==> src/rtl/normalizer_pkg.sv <==
// Shared types and helpers for the normalizer pipeline.
// The S2 payload struct is sized for the widest supported configuration
// (DATA_WIDTH <= MAX_DATA_WIDTH, EXP_WIDTH <= MAX_EXP_WIDTH). Narrower
// builds zero-extend into it and slice back out at the ports.
package normalizer_pkg;

  localparam int MAX_DATA_WIDTH = 64;
  localparam int MAX_EXP_WIDTH  = 32;

  // Width needed to hold a shift/count in 0..data_width inclusive.
  function automatic int shift_width(input int data_width);
    return $clog2(data_width) + 1;
  endfunction

  localparam int MAX_SHIFT_WIDTH = shift_width(MAX_DATA_WIDTH);

  typedef struct packed {
    logic [MAX_DATA_WIDTH-1:0]  data;
    logic [MAX_EXP_WIDTH-1:0]   exp;
    logic [MAX_SHIFT_WIDTH-1:0] shift;
    logic                       zero;
    logic                       uf;
  } s2_payload_t;

endpackage

==> src/rtl/normalizer_leading_zeros.sv <==
// Leading-zero counter: number of zeros above the most significant 1.
// An all-zero input reports WIDTH.
module leading_zeros #(
  parameter int WIDTH     = 8,
  parameter int CNT_WIDTH = $clog2(WIDTH) + 1
) (
  input  logic [WIDTH-1:0]     i_data,
  output logic [CNT_WIDTH-1:0] o_count
);

  // Scan LSB to MSB so the highest set bit determines the final count.
  always_comb begin
    o_count = CNT_WIDTH'(WIDTH);
    for (int i = 0; i < WIDTH; i++) begin
      if (i_data[i]) begin
        o_count = CNT_WIDTH'(WIDTH - 1 - i);
      end
    end
  end

endmodule

==> src/rtl/normalizer.sv <==
// Two-stage mantissa normalizer with valid/ready handshakes.
// S1 captures the input beat together with its leading-zero count;
// S2 holds the shifted mantissa, adjusted exponent and flags.
// Optional feature: define NORMALIZER_UNDERFLOW_EN to limit the shift to the
// input exponent (exponent clamps at 0 and out_uf flags it). Without it the
// exponent simply wraps.
module normalizer
  import normalizer_pkg::*;
#(
  parameter int DATA_WIDTH  = 8,
  parameter int EXP_WIDTH   = 8,
  localparam int SHIFT_WIDTH = shift_width(DATA_WIDTH)
) (
  input  logic                   clk,
  input  logic                   rst_n,
  input  logic                   in_valid,
  output logic                   in_ready,
  input  logic [DATA_WIDTH-1:0]  in_data,
  input  logic [EXP_WIDTH-1:0]   in_exp,
  output logic                   out_valid,
  input  logic                   out_ready,
  output logic [DATA_WIDTH-1:0]  out_data,
  output logic [EXP_WIDTH-1:0]   out_exp,
  output logic [SHIFT_WIDTH-1:0] out_shift,
  output logic                   out_zero,
  output logic                   out_uf
);

  logic                   r_s1_valid;
  logic [DATA_WIDTH-1:0]  r_s1_data;
  logic [EXP_WIDTH-1:0]   r_s1_exp;
  logic [SHIFT_WIDTH-1:0] r_s1_cnt;

  logic                   r_s2_valid;
  s2_payload_t            r_s2_payload;

  logic                   w_s2_ready;
  logic                   w_in_ready;
  logic [SHIFT_WIDTH-1:0] w_cnt;
  logic [SHIFT_WIDTH-1:0] w_shift;
  logic [DATA_WIDTH-1:0]  w_data;
  logic [EXP_WIDTH-1:0]   w_exp;
  logic                   w_zero;
  logic                   w_uf;
  s2_payload_t            w_s2_payload;

  // Ready ripples back combinationally: a stage can load if it is empty or
  // the stage after it is draining this cycle.
  assign w_s2_ready = !r_s2_valid || out_ready;
  assign w_in_ready = !r_s1_valid || w_s2_ready;
  assign in_ready   = w_in_ready;

  leading_zeros #(
    .WIDTH     (DATA_WIDTH),
    .CNT_WIDTH (SHIFT_WIDTH)
  ) u_lzc (
    .i_data  (in_data),
    .o_count (w_cnt)
  );

  // S1: capture the accepted beat and its leading-zero count.
  always_ff @(posedge clk or negedge rst_n) begin
    if (!rst_n) begin
      r_s1_valid <= 1'b0;
      r_s1_data  <= '0;
      r_s1_exp   <= '0;
      r_s1_cnt   <= '0;
    end else if (w_in_ready) begin
      r_s1_valid <= in_valid;
      if (in_valid) begin
        r_s1_data <= in_data;
        r_s1_exp  <= in_exp;
        r_s1_cnt  <= w_cnt;
      end
    end
  end

  // Shift amount, shifted mantissa, exponent adjustment and flags from S1.
  always_comb begin
    w_zero  = (r_s1_cnt == SHIFT_WIDTH'(DATA_WIDTH));
    w_shift = r_s1_cnt;
    w_uf    = 1'b0;
`ifdef NORMALIZER_UNDERFLOW_EN
    // Shifting by more than the exponent would drive it negative; stop at 0.
    if (!w_zero && (32'(r_s1_cnt) > 32'(r_s1_exp))) begin
      w_shift = SHIFT_WIDTH'(r_s1_exp);
      w_uf    = 1'b1;
    end
`endif
    w_data = r_s1_data << w_shift;
    w_exp  = r_s1_exp - EXP_WIDTH'(w_shift);
    if (w_zero) begin
      w_exp = '0;
    end
    w_s2_payload       = '0;
    w_s2_payload.data  = MAX_DATA_WIDTH'(w_data);
    w_s2_payload.exp   = MAX_EXP_WIDTH'(w_exp);
    w_s2_payload.shift = MAX_SHIFT_WIDTH'(w_shift);
    w_s2_payload.zero  = w_zero;
    w_s2_payload.uf    = w_uf;
  end

  // S2: register the result; hold it while the consumer stalls.
  always_ff @(posedge clk or negedge rst_n) begin
    if (!rst_n) begin
      r_s2_valid   <= 1'b0;
      r_s2_payload <= '0;
    end else if (w_s2_ready) begin
      r_s2_valid <= r_s1_valid;
      if (r_s1_valid) begin
        r_s2_payload <= w_s2_payload;
      end
    end
  end

  assign out_valid = r_s2_valid;
  assign out_data  = r_s2_payload.data[DATA_WIDTH-1:0];
  assign out_exp   = r_s2_payload.exp[EXP_WIDTH-1:0];
  assign out_shift = r_s2_payload.shift[SHIFT_WIDTH-1:0];
  assign out_zero  = r_s2_payload.zero;
  assign out_uf    = r_s2_payload.uf;

endmodule

==> config.mk <==
export PLATFORM = sky130hd
export DESIGN_NAME = normalizer
export DESIGN_NICKNAME = d
export VERILOG_FILES = /design/src/rtl/normalizer_pkg.sv /design/src/rtl/normalizer_leading_zeros.sv /design/src/rtl/normalizer.sv
export SDC_FILE = /design/constraint.sdc
export NUM_CORES = 1
export LEC_CHECK = 0
export CORE_MARGIN = 3
export CORE_UTILIZATION = 45
export DETAILED_ROUTE_END_ITERATION = 10
export PLACE_DENSITY = 0.72
export SLEW_MARGIN = 20
export SYNTH_ARGS = -nofsm -noshare
export SYNTH_HDL_FRONTEND = slang
export SYNTH_SLANG_ARGS = --single-unit
==> constraint.sdc <==
create_clock -name clk -period 2.6 [get_ports clk]
set_input_delay 0.52 -clock clk [delete_from_list [all_inputs] [get_ports clk]]
set_output_delay 0.52 -clock clk [all_outputs]
set_load 0.02 [all_outputs]
Word level (Yosys, flattened, before mapping)
Index checks and enable logic that the tools add are counted.
{"block": "op_classes", "addsub": 1, "multipliers": 0, "div": 0, "magnitude_cmp": 0, "n_eq_ne": 1, "shifts": 1, "n_mux": 9, "bitwise_logic": 0, "reduce_logical": 6}
{"operator": "4-bit 2-to-1 mux", "count": 8}
{"operator": "8-bit 2-to-1 mux", "count": 1}
{"operator": "8-bit by 4-bit left shift with 8-bit output", "count": 1}
{"operator": "8-bit by 4-bit subtractor with 8-bit output", "count": 1}
{"operator": "4-bit == test (second input constant)", "count": 1}
{"operator": "2-bit AND reduction", "count": 2}
{"operator": "1-bit logical NOT", "count": 2}
{"operator": "1-bit logical OR", "count": 2}
{"block": "totals", "register_bits": 43, "latchBits": 0, "ram_bits": 0, "mem_bits_ro": 0, "in_bits": 20, "output_inout_bits": 24, "word_cells": 27, "memories": 0}

Longest topological paths before layout
Gate-level depths: netlist of the first run.
{"block": "logic_depth", "ltp_word": 8, "ltp_mapped": 8, "mapped_depth_nobuf": 8}

Cells and area by module
A second synthesis of the first run with hierarchy kept.
{"block": "hier_totals", "hier_cells": 188, "area_unflattened_um2": 2128.3}
{"mod": "normalizer", "n_inst": 1, "cells_each": 174, "area_each_um2": 2042.0, "seq_area_each_um2": 1076.0}
{"mod": "leading_zeros", "n_inst": 1, "cells_each": 14, "area_each_um2": 86.3, "seq_area_each_um2": 0.0}

Worst setup path before layout of the first run
Ideal clock, no wire load.
{"block": "synth_timing", "kind": "reg-to-reg", "start": "register r_s1_cnt[2]", "end": "register r_s2_payload, in the netlist out_exp[5]", "setup_time_ps": 126, "t_arrival_ps": 1823, "required_ps": 2474, "slack_ps": 651, "stages_incl_launch_ff": 8, "n_path_buf": 1, "synth_period_minus_slack_ps": 1949, "cell_sequence": "dfrtp_1 -> buf_2 -> clkinv_1 -> ha_1 -> o21ai_0 -> a21oi_1 -> o311a_2 -> a221o_1"}
{"block": "synth_between", "elab_chain_cells": 2, "elab_cells_between_ends": 3, "cone_classes": "add/sub: 1; eq/ne: 1; mux: 1"}
{"element": "from (decl)", "line_no": "normalizer.sv:32", "rtl": "logic [SHIFT_WIDTH-1:0] r_s1_cnt;"}
{"element": "from (signal assigned)", "line_no": "normalizer.sv:73", "rtl": "r_s1_cnt <= w_cnt;"}
{"element": "8-bit by 4-bit subtractor with 8-bit output / 4-bit == test (equally long branches)", "line_no": "normalizer.sv:91, normalizer.sv:80"}
{"element": "8-bit 2-to-1 mux (*)", "line_no": "normalizer.sv:92", "rtl": "if (w_zero) begin"}
{"element": "to (signal assigned)", "line_no": "normalizer.sv:111", "rtl": "r_s2_payload <= w_s2_payload;"}
{"element": "to (decl)", "line_no": "normalizer.sv:35", "rtl": "s2_payload_t r_s2_payload;"}
Every way passes the cells marked *; elsewhere a longest branch is shown, timed or not.
A chain may end at the register's enable or synchronous reset.

Final worst setup path of the first run
{"block": "layout_timing", "start": "input port out_ready", "end": "output port in_ready"}
{"block": "layout_between", "elab_chain_cells": 2}
{"element": "from (decl)", "line_no": "normalizer.sv:21", "rtl": "input logic out_ready,"}
{"element": "1-bit logical OR", "line_no": "normalizer.sv:49", "rtl": "assign w_s2_ready = !r_s2_valid || out_ready;"}
{"element": "1-bit logical OR", "line_no": "normalizer.sv:50", "rtl": "assign w_in_ready = !r_s1_valid || w_s2_ready;"}
{"element": "to (decl)", "line_no": "normalizer.sv:17", "rtl": "output logic in_ready,"}
No other way between the ends.

==> results.json, run 1 <==
{
  "p_switching_uw": 635,
  "cp.required_ns": 2.08,
  "min_period_over_period_pct": 88.1,
  "maxSlewHeadroom_pct": 38.6,
  "cp-start-kind": "input port",
  "rr_worst_depth": 6,
  "final_cell_mix": "43 x dfrtp_1, 41 x clkdlybuf4s50_1, 27 x nand2_1",
  "drt-vias-per-instance": 5.29,
  "initial_core_util_pct": 47.4,
  "grt_pass1_wl_mm": 7.29,
  "gp_congestion": 0.840,
  "globalRouteTotalUtil_pct": 17.1,
  "clkTransAtPathRegs_ns": 0.08,
  "vias": 1551,
  "slew_violations": 0,
  "synthCells": 195,
  "ff2ff_setup_slack_ns": 0.49,
  "worstSetupStartpoint": "out_ready",
  "yosysSeqAreaShare_pct": 51.1,
  "syn_area_mm2": 0.00210,
  "switching_share_pct": 31.7,
  "status": "completed",
  "internal_power_uw": 1370,
  "cts_setup_buffers": 0,
  "first_pass_iters": 4,
  "root_buffer": "clkbuf_8",
  "postCtsHoldBufs": 0,
  "routedWlPerCell_um": 14.0,
  "peakVddDrop_v": 0.000370,
  "path_class": "input port to output port",
  "synthArstFlopShare_pct": 100,
  "synth-edff-count": 0,
  "leakage_uw": 0.00115,
  "hold_path_class": "input port to asynchronous set/reset pin",
  "post-route-min-period_ns": 2.29,
  "syn_nets": 220,
  "cts_buffers": 5,
  "dpl.hpwl_mm": 3.14,
  "antenna_cells": 0,
  "fin_nets": 265,
  "syn_to_final_growth_pct": 27.4,
  "syn_avg_cell_area_um2": 10.8,
  "combPwrFrac_pct": 33.1,
  "yosysWarnings": 0,
  "r2r_start": "r_s1_cnt[2]",
  "clk_latency_ns": 0.30,
  "layout-drive-gt1-share_pct": 12.9,
  "tightest_slew_ns": 0.920,
  "r2r-end": "out_exp[5]",
  "yosys-top-cells-area": "dfrtp_1 51%, mux2_2 8.0%, nand2_1 4.8%",
  "io_pins": 44,
  "clock_path_buffers": 2,
  "cts_tree": "done",
  "rsz0062_at_grt": "false",
  "drcViolationCount": 0,
  "grt_start_max_net_pins": 44,
  "end_kind": "output port",
  "synth_seq_cells": 43,
  "dieArea_mm2": 0.00553,
  "cts_resized": 0,
  "antenna_found_initial": 0,
  "synth_top_area_share_pct": 51.1,
  "cts_max_level": 2,
  "ant_nets": 0,
  "drt-initial-drc-count": 75,
  "gr-total-overflow": 0,
  "synth_top_flop_cell": "dfrtp_1",
  "cts.sinks": 43,
  "io_buffer_count": 42,
  "hold_violations": 0,
  "cp.arrival_ns": 1.77,
  "timing.hold.ws_ns": 0.356,
  "yosys.area.top_type": "dfrtp_1",
  "finClkSkew_ns": 0.00464,
  "powerDensity_mw_per_mm2": 746,
  "ys_types": 42,
  "final_common_cell": "dfrtp_1",
  "cap_violations": 0,
  "coreArea_mm2": 0.00444,
  "fmax_mhz": 437,
  "first_global_vias": 1512,
  "cp-endpoint": "in_ready",
  "p_clk_share_pct": 23.2,
  "seq_power_share_pct": 43.7,
  "crit_path_max_fanout": 4,
  "die_w_um": 74.4,
  "timing.setup.tns_ns": 0,
  "fp.dieH_um": 74.4,
  "rows": 24,
  "finalSetupViolations": 0,
  "routed_wl_mm": 4.10
}
[state kept, by name, summed over array words and instances, names as in the netlist]
name	count
out_valid	1
out_zero	1
r_s1_cnt	4
r_s1_exp	8
out_data	8
out_shift	4
out_exp	8
r_s1_valid	1
r_s1_data	8
[worst max-delay path, cell delays in order]
cell and delay, ns:
clkdlybuf4s50_1 0.46, nand3b_1 0.16, clkdlybuf4s50_1 0.63
[synth_stat cells (2+ instances only)]
master / n
dfrtp_1: 43
nand2_1: 27
mux2_2: 15
o21ai_0: 12
mux2i_1: 9
o31ai_1: 8
inv_1: 7
a21oi_1: 5
clkbuf_1: 5
nand2b_1: 5
nor2_1: 5
nor3_1: 5
ha_1: 4
nand3_1: 4
a22o_1: 3
nand3b_1: 3
nor2b_1: 3
xnor2_1: 3
a211oi_1: 2
a221o_1: 2
buf_2: 2
buf_4: 2
or4_1: 2
[per-layer routing]
layer | global-route usage [%] | routed length [um]
met2 | 25.8 | 1790
met3 | 4.32 | 178
met5 | 0 | 0
met1 | 24.1 | 2060
met4 | 5.93 | 65
[per-stage QoR]
stage	setup WS, ns	utilization (%)	area, um^2	power [uW]	instances
after global routing	0.261	60.3	2680	2120	293
after global placement	0.320	58.1	2580	1540	285
after CTS	0.297	60.3	2680	2020	293
after detailed placement	0.309	58.1	2580	1560	285
after floorplan	0.651	-	2100	1270	195
final	0.310	60.3	2680	2000	293
[power groups by stage]
| stage | clock [uW] | sequential (uW) | combinational [uW] |
|---|---|---|---|
| 3_3_place_gp | 0 | 886 | 654 |
| 4_1_cts | 478 | 876 | 670 |
| 6_report | 465 | 874 | 662 |
| 5_1_grt | 502 | 892 | 729 |
| 3_5_place_dp | 0 | 890 | 668 |
| 2_1_floorplan | 0 | 976 | 290 |
[cell type report]
class / count / area, um^2
fillers: 385 / 1760
clock buffers: 8 / 100
flip-flops and latches: 43 / 1080
inverters: 8 / 30.0
multi-input cells: 134 / 950
well taps: 52 / 65.1
repair buffers: 48 / 460
[worst min path at each step]
stage,from,end,cells after the start,slack [ns]
final,rst_n,out_data[1],1,0.36
after global routing,rst_n,out_exp[1],1,0.43
after CTS,rst_n,out_zero,1,0.39
after detailed placement,r_s1_data[7],r_s1_data[7],2,0.46
after global placement,r_s1_data[7],r_s1_data[7],2,0.45
after floorplan,rst_n,out_data[0],0,0.22
[cells by family after synthesis]
family | synth area share [%]
AND/OR/NAND/NOR | 15.1
AO/OA/AOI/OAI | 13.0
other | 0.178
XOR/XNOR | 1.25
multiplexers | 12.3
adder cells (fa/ha/maj) | 3.33
buffers and inverters | 3.75
flip-flops | 51.1
No activity file was read; power rests on OpenSTA's default activity.
==> inputs of run 2 (changes only) <==
--- a/config.mk
+++ b/config.mk
@@ -5,10 +5,10 @@
 export SDC_FILE = /design/constraint.sdc
 export NUM_CORES = 1
 export LEC_CHECK = 0
+export CAP_MARGIN = 25
 export CORE_MARGIN = 3
-export CORE_UTILIZATION = 45
+export CORE_UTILIZATION = 30
 export DETAILED_ROUTE_END_ITERATION = 10
-export PLACE_DENSITY = 0.72
 export SLEW_MARGIN = 20
 export SYNTH_ARGS = -nofsm -noshare
 export SYNTH_HDL_FRONTEND = slang
==> run 2 against run 1 <==
Effect of this change:
- worst setup slack worse by 0.0024 ns
- worst hold slack worse by 0.24 ns
- die area up 46%
- critical path depth unchanged
- combinational power up 1%
- largest cell class unchanged
==> results.json, run 2 (same netlist as run 1, synthesis figures left out) <==
{
  "fin_nets": 266,
  "switching_share_pct": 33.0,
  "ff2ff_setup_slack_ns": 0.49,
  "routedWlPerCell_um": 13.7,
  "p_switching_uw": 646,
  "combPwrFrac_pct": 34.2,
  "clk_latency_ns": 0.30,
  "globalRouteTotalUtil_pct": 12.2,
  "dpl.hpwl_mm": 3.51,
  "drcViolationCount": 0,
  "cts.sinks": 43,
  "final_cell_mix": "43 x dfrtp_1, 41 x clkdlybuf4s50_1, 27 x nand2_1",
  "finClkSkew_ns": 0.00469,
  "p_clk_share_pct": 20.9,
  "cts_buffers": 5,
  "path_class": "input port to output port",
  "tightest_slew_ns": 0.550,
  "cp.required_ns": 2.08,
  "cts_setup_buffers": 0,
  "syn_to_final_growth_pct": 30.0,
  "r2r-end": "out_exp[5]",
  "timing.hold.ws_ns": 0.115,
  "fmax_mhz": 436,
  "status": "completed",
  "antenna_found_initial": 0,
  "worstSetupStartpoint": "out_ready",
  "gp_congestion": 0.804,
  "timing.setup.tns_ns": 0,
  "internal_power_uw": 1310,
  "root_buffer": "clkbuf_8",
  "gr-total-overflow": 0,
  "rows": 29,
  "die_w_um": 89.8,
  "cp-start-kind": "input port",
  "cts_resized": 0,
  "end_kind": "output port",
  "cts_tree": "done",
  "coreArea_mm2": 0.00657,
  "rsz0062_at_grt": "false",
  "postCtsHoldBufs": 0,
  "r2r_start": "r_s1_cnt[2]",
  "hold_violations": 0,
  "crit_path_max_incr_delay_ns": 0.63,
  "worst_path_dominant_cell_family": "buffers and inverters",
  "crit_path_max_fanout": 4,
  "clock_path_buffers": 2,
  "cts_max_level": 2,
  "final_common_cell": "dfrtp_1",
  "cap_violations": 0,
  "clkTransAtPathRegs_ns": 0.08,
  "rr_worst_depth": 6,
  "cp.arrival_ns": 1.77,
  "crit_top_cell": "clkdlybuf4s50_1",
  "first_pass_iters": 4,
  "ant_nets": 0,
  "fp.dieH_um": 89.8,
  "leakage_uw": 0.00116,
  "seq_power_share_pct": 44.9,
  "maxSlewHeadroom_pct": 63.3,
  "grt_start_max_net_pins": 44,
  "initial_core_util_pct": 32.0,
  "dieArea_mm2": 0.00806,
  "powerDensity_mw_per_mm2": 715,
  "cpMaxStageDelayCell": "clkdlybuf4s50_1",
  "layout-drive-gt1-share_pct": 13.6,
  "crit_buf_inv": 2,
  "antenna_cells": 0,
  "min_period_over_period_pct": 88.2,
  "finalSetupViolations": 0,
  "grt_pass1_wl_mm": 8.04,
  "slew_violations": 0,
  "io_pins": 44,
  "drt-vias-per-instance": 4.64,
  "fill_cells": 659,
  "hold_path_class": "input port to asynchronous set/reset pin",
  "peakVddDrop_v": 0.000232,
  "vias": 1555,
  "io_buffer_count": 42,
  "path_cells": "clkdlybuf4s50_1, nand3b_1, clkdlybuf4s50_1",
  "drt-initial-drc-count": 100,
  "post-route-min-period_ns": 2.29,
  "routed_wl_mm": 4.60,
  "first_global_vias": 1556
}
run 2: changes by cell type in the layout (fill, tap and decap cells not counted), sizes merged:
| cell | before | now |
|---|---|---|
| clkinv | 1 | 4 |
| buf | 7 | 8 |
| clkbuf | 8 | 5 |
run 2: metrics by stage:
stage	std cells	power [uW]	worst slack (ns)	instance area, um^2	utilization, %
finish	335	1960	0.308	2740	41.7
global route	335	2080	0.253	2740	41.7
CTS	334	1980	0.298	2720	41.4
detailed placement	326	1570	0.307	2630	40.1
global placement	326	1560	0.318	2630	40.1
floorplan	195	1270	0.651	2100	-
run 2: power groups by stage:
stage          logic (uW)  clock network, uW  registers [uW]
6_report              669                409             878
5_1_grt               733                454             896
4_1_cts               674                427             882
3_5_place_dp          673                  0             895
3_3_place_gp          661                  0             894
2_1_floorplan         290                  0             976
run 2: area by class of cell:
type / instances / area (um^2) / area share (%)
Multi-Input combinational cell: 134 / 950 / 34.7
Clock inverter: 3 / 15.0 / 0.549
Sequential cell: 43 / 1080 / 39.3
Clock buffer: 5 / 68.8 / 2.51
Timing Repair Buffer: 49 / 480 / 17.6
Inverter: 8 / 30.0 / 1.10
Tap cell: 93 / 116 / 4.25
run 2: layer usage:
metal	vias up	share of wire, %	GRT usage (%)
met2	35	43	17.2
li1	789	-	-
met5	-	0	0
met3	6	4.9	3.42
met1	725	50	17.9
met4	0	1.3	4.09
run 2: worst max-delay path by stage:
stage                            end  slack, ns  depth (start not counted)
after floorplan           out_exp[5]       0.65                          7
after global placement      in_ready       0.32                          3
after detailed placement    in_ready       0.31                          3
after CTS                   in_ready       0.30                          3
after global routing        in_ready       0.25                          3
final                       in_ready       0.31                          3
==> inputs of run 3 (changes only) <==
--- a/config.mk
+++ b/config.mk
@@ -6,7 +6,7 @@
 export NUM_CORES = 1
 export LEC_CHECK = 0
 export CAP_MARGIN = 25
-export CORE_MARGIN = 3
+export CORE_MARGIN = 2
 export CORE_UTILIZATION = 30
 export DETAILED_ROUTE_END_ITERATION = 10
 export SLEW_MARGIN = 20
==> run 3 against run 2 <==
Effect of this change:
- routed wire length down 2.4%
- via count is 2.3% higher
- combinational power grew 0.6%
- sequential share of layout area shrank 0.60 points
- power is 6.9% higher
- global-route usage is 0.34 points higher
- worst hold slack improved by 0.040 ns
- critical path type unchanged
==> results.json, run 3 (same netlist as run 1, synthesis figures left out) <==
{
  "path_class": "input port to output port",
  "instances_no_fill": 337,
  "cp.arrival_ns": 1.77,
  "final_cell_mix": "43 x dfrtp_1, 41 x clkdlybuf4s50_1, 27 x nand2_1",
  "place_ws_ns": 0.314,
  "finalSetupViolations": 0,
  "gp_congestion": 0.861,
  "antenna_found_initial": 0,
  "initial_core_util_pct": 31.0,
  "slew_violations": 0,
  "vias": 1590,
  "end_kind": "output port",
  "routed-wl-met2_mm": 1.93,
  "peakVddDrop_v": 0.000215,
  "syn_to_final_growth_pct": 32.0,
  "top_layer": "met4",
  "final_common_cell": "dfrtp_1",
  "cp-start-kind": "input port",
  "powerDensity_mw_per_mm2": 752,
  "cts_tree": "done",
  "grt_start_max_net_pins": 44,
  "first_global_vias": 1551,
  "clkTransAtPathRegs_ns": 0.08,
  "crit_path_max_fanout": 4,
  "cpMaxStageDelayCell": "clkdlybuf4s50_1",
  "grt_pass1_wl_mm": 7.40,
  "drcViolationCount": 0,
  "routed_wl_mm": 4.49,
  "layout_setup_ws_ns": 0.313,
  "dp.cells": 328,
  "globalRouteTotalUtil_pct": 12.5,
  "io_pins": 44,
  "layout-drive-gt1-share_pct": 13.3,
  "cts.sinks": 43,
  "dpl.hpwl_mm": 3.45,
  "root_buffer": "clkbuf_8",
  "status": "completed",
  "cts_max_level": 2,
  "drt-met1-wl_mm": 2.27,
  "rsz0062_at_grt": "false",
  "power_uw": 2090,
  "ant_nets": 0,
  "die_w_um": 87.8,
  "crit_top_cell": "clkdlybuf4s50_1",
  "post-route-min-period_ns": 2.29,
  "hold_path_class": "input port to asynchronous set/reset pin",
  "cts_setup_buffers": 0,
  "drt-initial-drc-count": 62,
  "routedWlPerCell_um": 13.3,
  "drt-vias-per-instance": 4.72,
  "leakage_uw": 0.00117,
  "antenna_cells": 0,
  "clk_latency_ns": 0.30,
  "worst_path_dominant_cell_family": "buffers and inverters",
  "postCtsHoldBufs": 0,
  "finClkSkew_ns": 0.00558,
  "path_cells": "clkdlybuf4s50_1, nand3b_1, clkdlybuf4s50_1",
  "gr-total-overflow": 0,
  "crit_buf_inv": 2,
  "fmax_mhz": 437,
  "coreArea_mm2": 0.00679,
  "cts_buffers": 5,
  "clock_path_buffers": 2,
  "final_util_pct": 40.9,
  "cts_resized": 0,
  "wl_met3_um": 210,
  "cap_violations": 0,
  "crit_path_max_incr_delay_ns": 0.63,
  "fin_nets": 265,
  "cp.required_ns": 2.08,
  "first_pass_iters": 4,
  "rows": 30,
  "timing.setup.tns_ns": 0,
  "min_period_over_period_pct": 88.0,
  "fp.dieH_um": 87.8,
  "io_buffer_count": 42,
  "hold_violations": 0,
  "dieArea_mm2": 0.00770
}
run 3: metal layers:
| metal | vias to the layer above | GRT usage (%) |
|---|---|---|
| met5 | - | 0 |
| met4 | 0 | 4.76 |
| met3 | 7 | 3.39 |
| met2 | 43 | 18.3 |
| met1 | 756 | 17.8 |
| li1 | 784 | - |
run 3: path summary, 6_finish.rpt:
path                                    from            to  slack, ns  cells after the start
worst max-delay path               out_ready      in_ready       0.31                      3
worst min-delay path                   rst_n  out_shift[3]       0.16                      1
worst max register to register   r_s1_cnt[2]    out_exp[5]       0.52                      6
worst min register to register  out_shift[2]  out_shift[2]       0.48                      2
max in group asynchronous              rst_n    out_exp[7]       1.97                      2
min in group clk                out_shift[2]  out_shift[2]       0.48                      2
run 3: layout make-up:
type | instances | area, um^2
fillers | 685 | 4020
flip-flops and latches | 43 | 1080
multi-input cells | 134 | 950
repair buffers | 48 | 485
well taps | 96 | 120
clock buffers | 6 | 82.6
clock inverters | 2 | 35.0
inverters | 8 | 30.0
run 3: worst register-to-register path: stages, from the launching register on:
cell	delay [ns]
dfrtp_1	0.52
clkinv_1	0.15
ha_1	0.35
o21ai_0	0.20
a21oi_1	0.13
o311a_2	0.36
a221o_1	0.25
run 3: power by group:
group	switching [uW]	total (uW)	leakage (uW)	internal (uW)
Clock	228	539	0.0000612	311
Sequential	86.1	879	0.000528	792
Combinational	337	673	0.000584	336
run 3: per-stage QoR:
stage | area [um^2] | hold WS, ns
detailed placement | 2640 | 0.462
floorplan | 2100 | 0.224
finish | 2780 | 0.155
CTS | 2760 | 0.400
global route | 2780 | 0.171
global placement | 2640 | 0.456
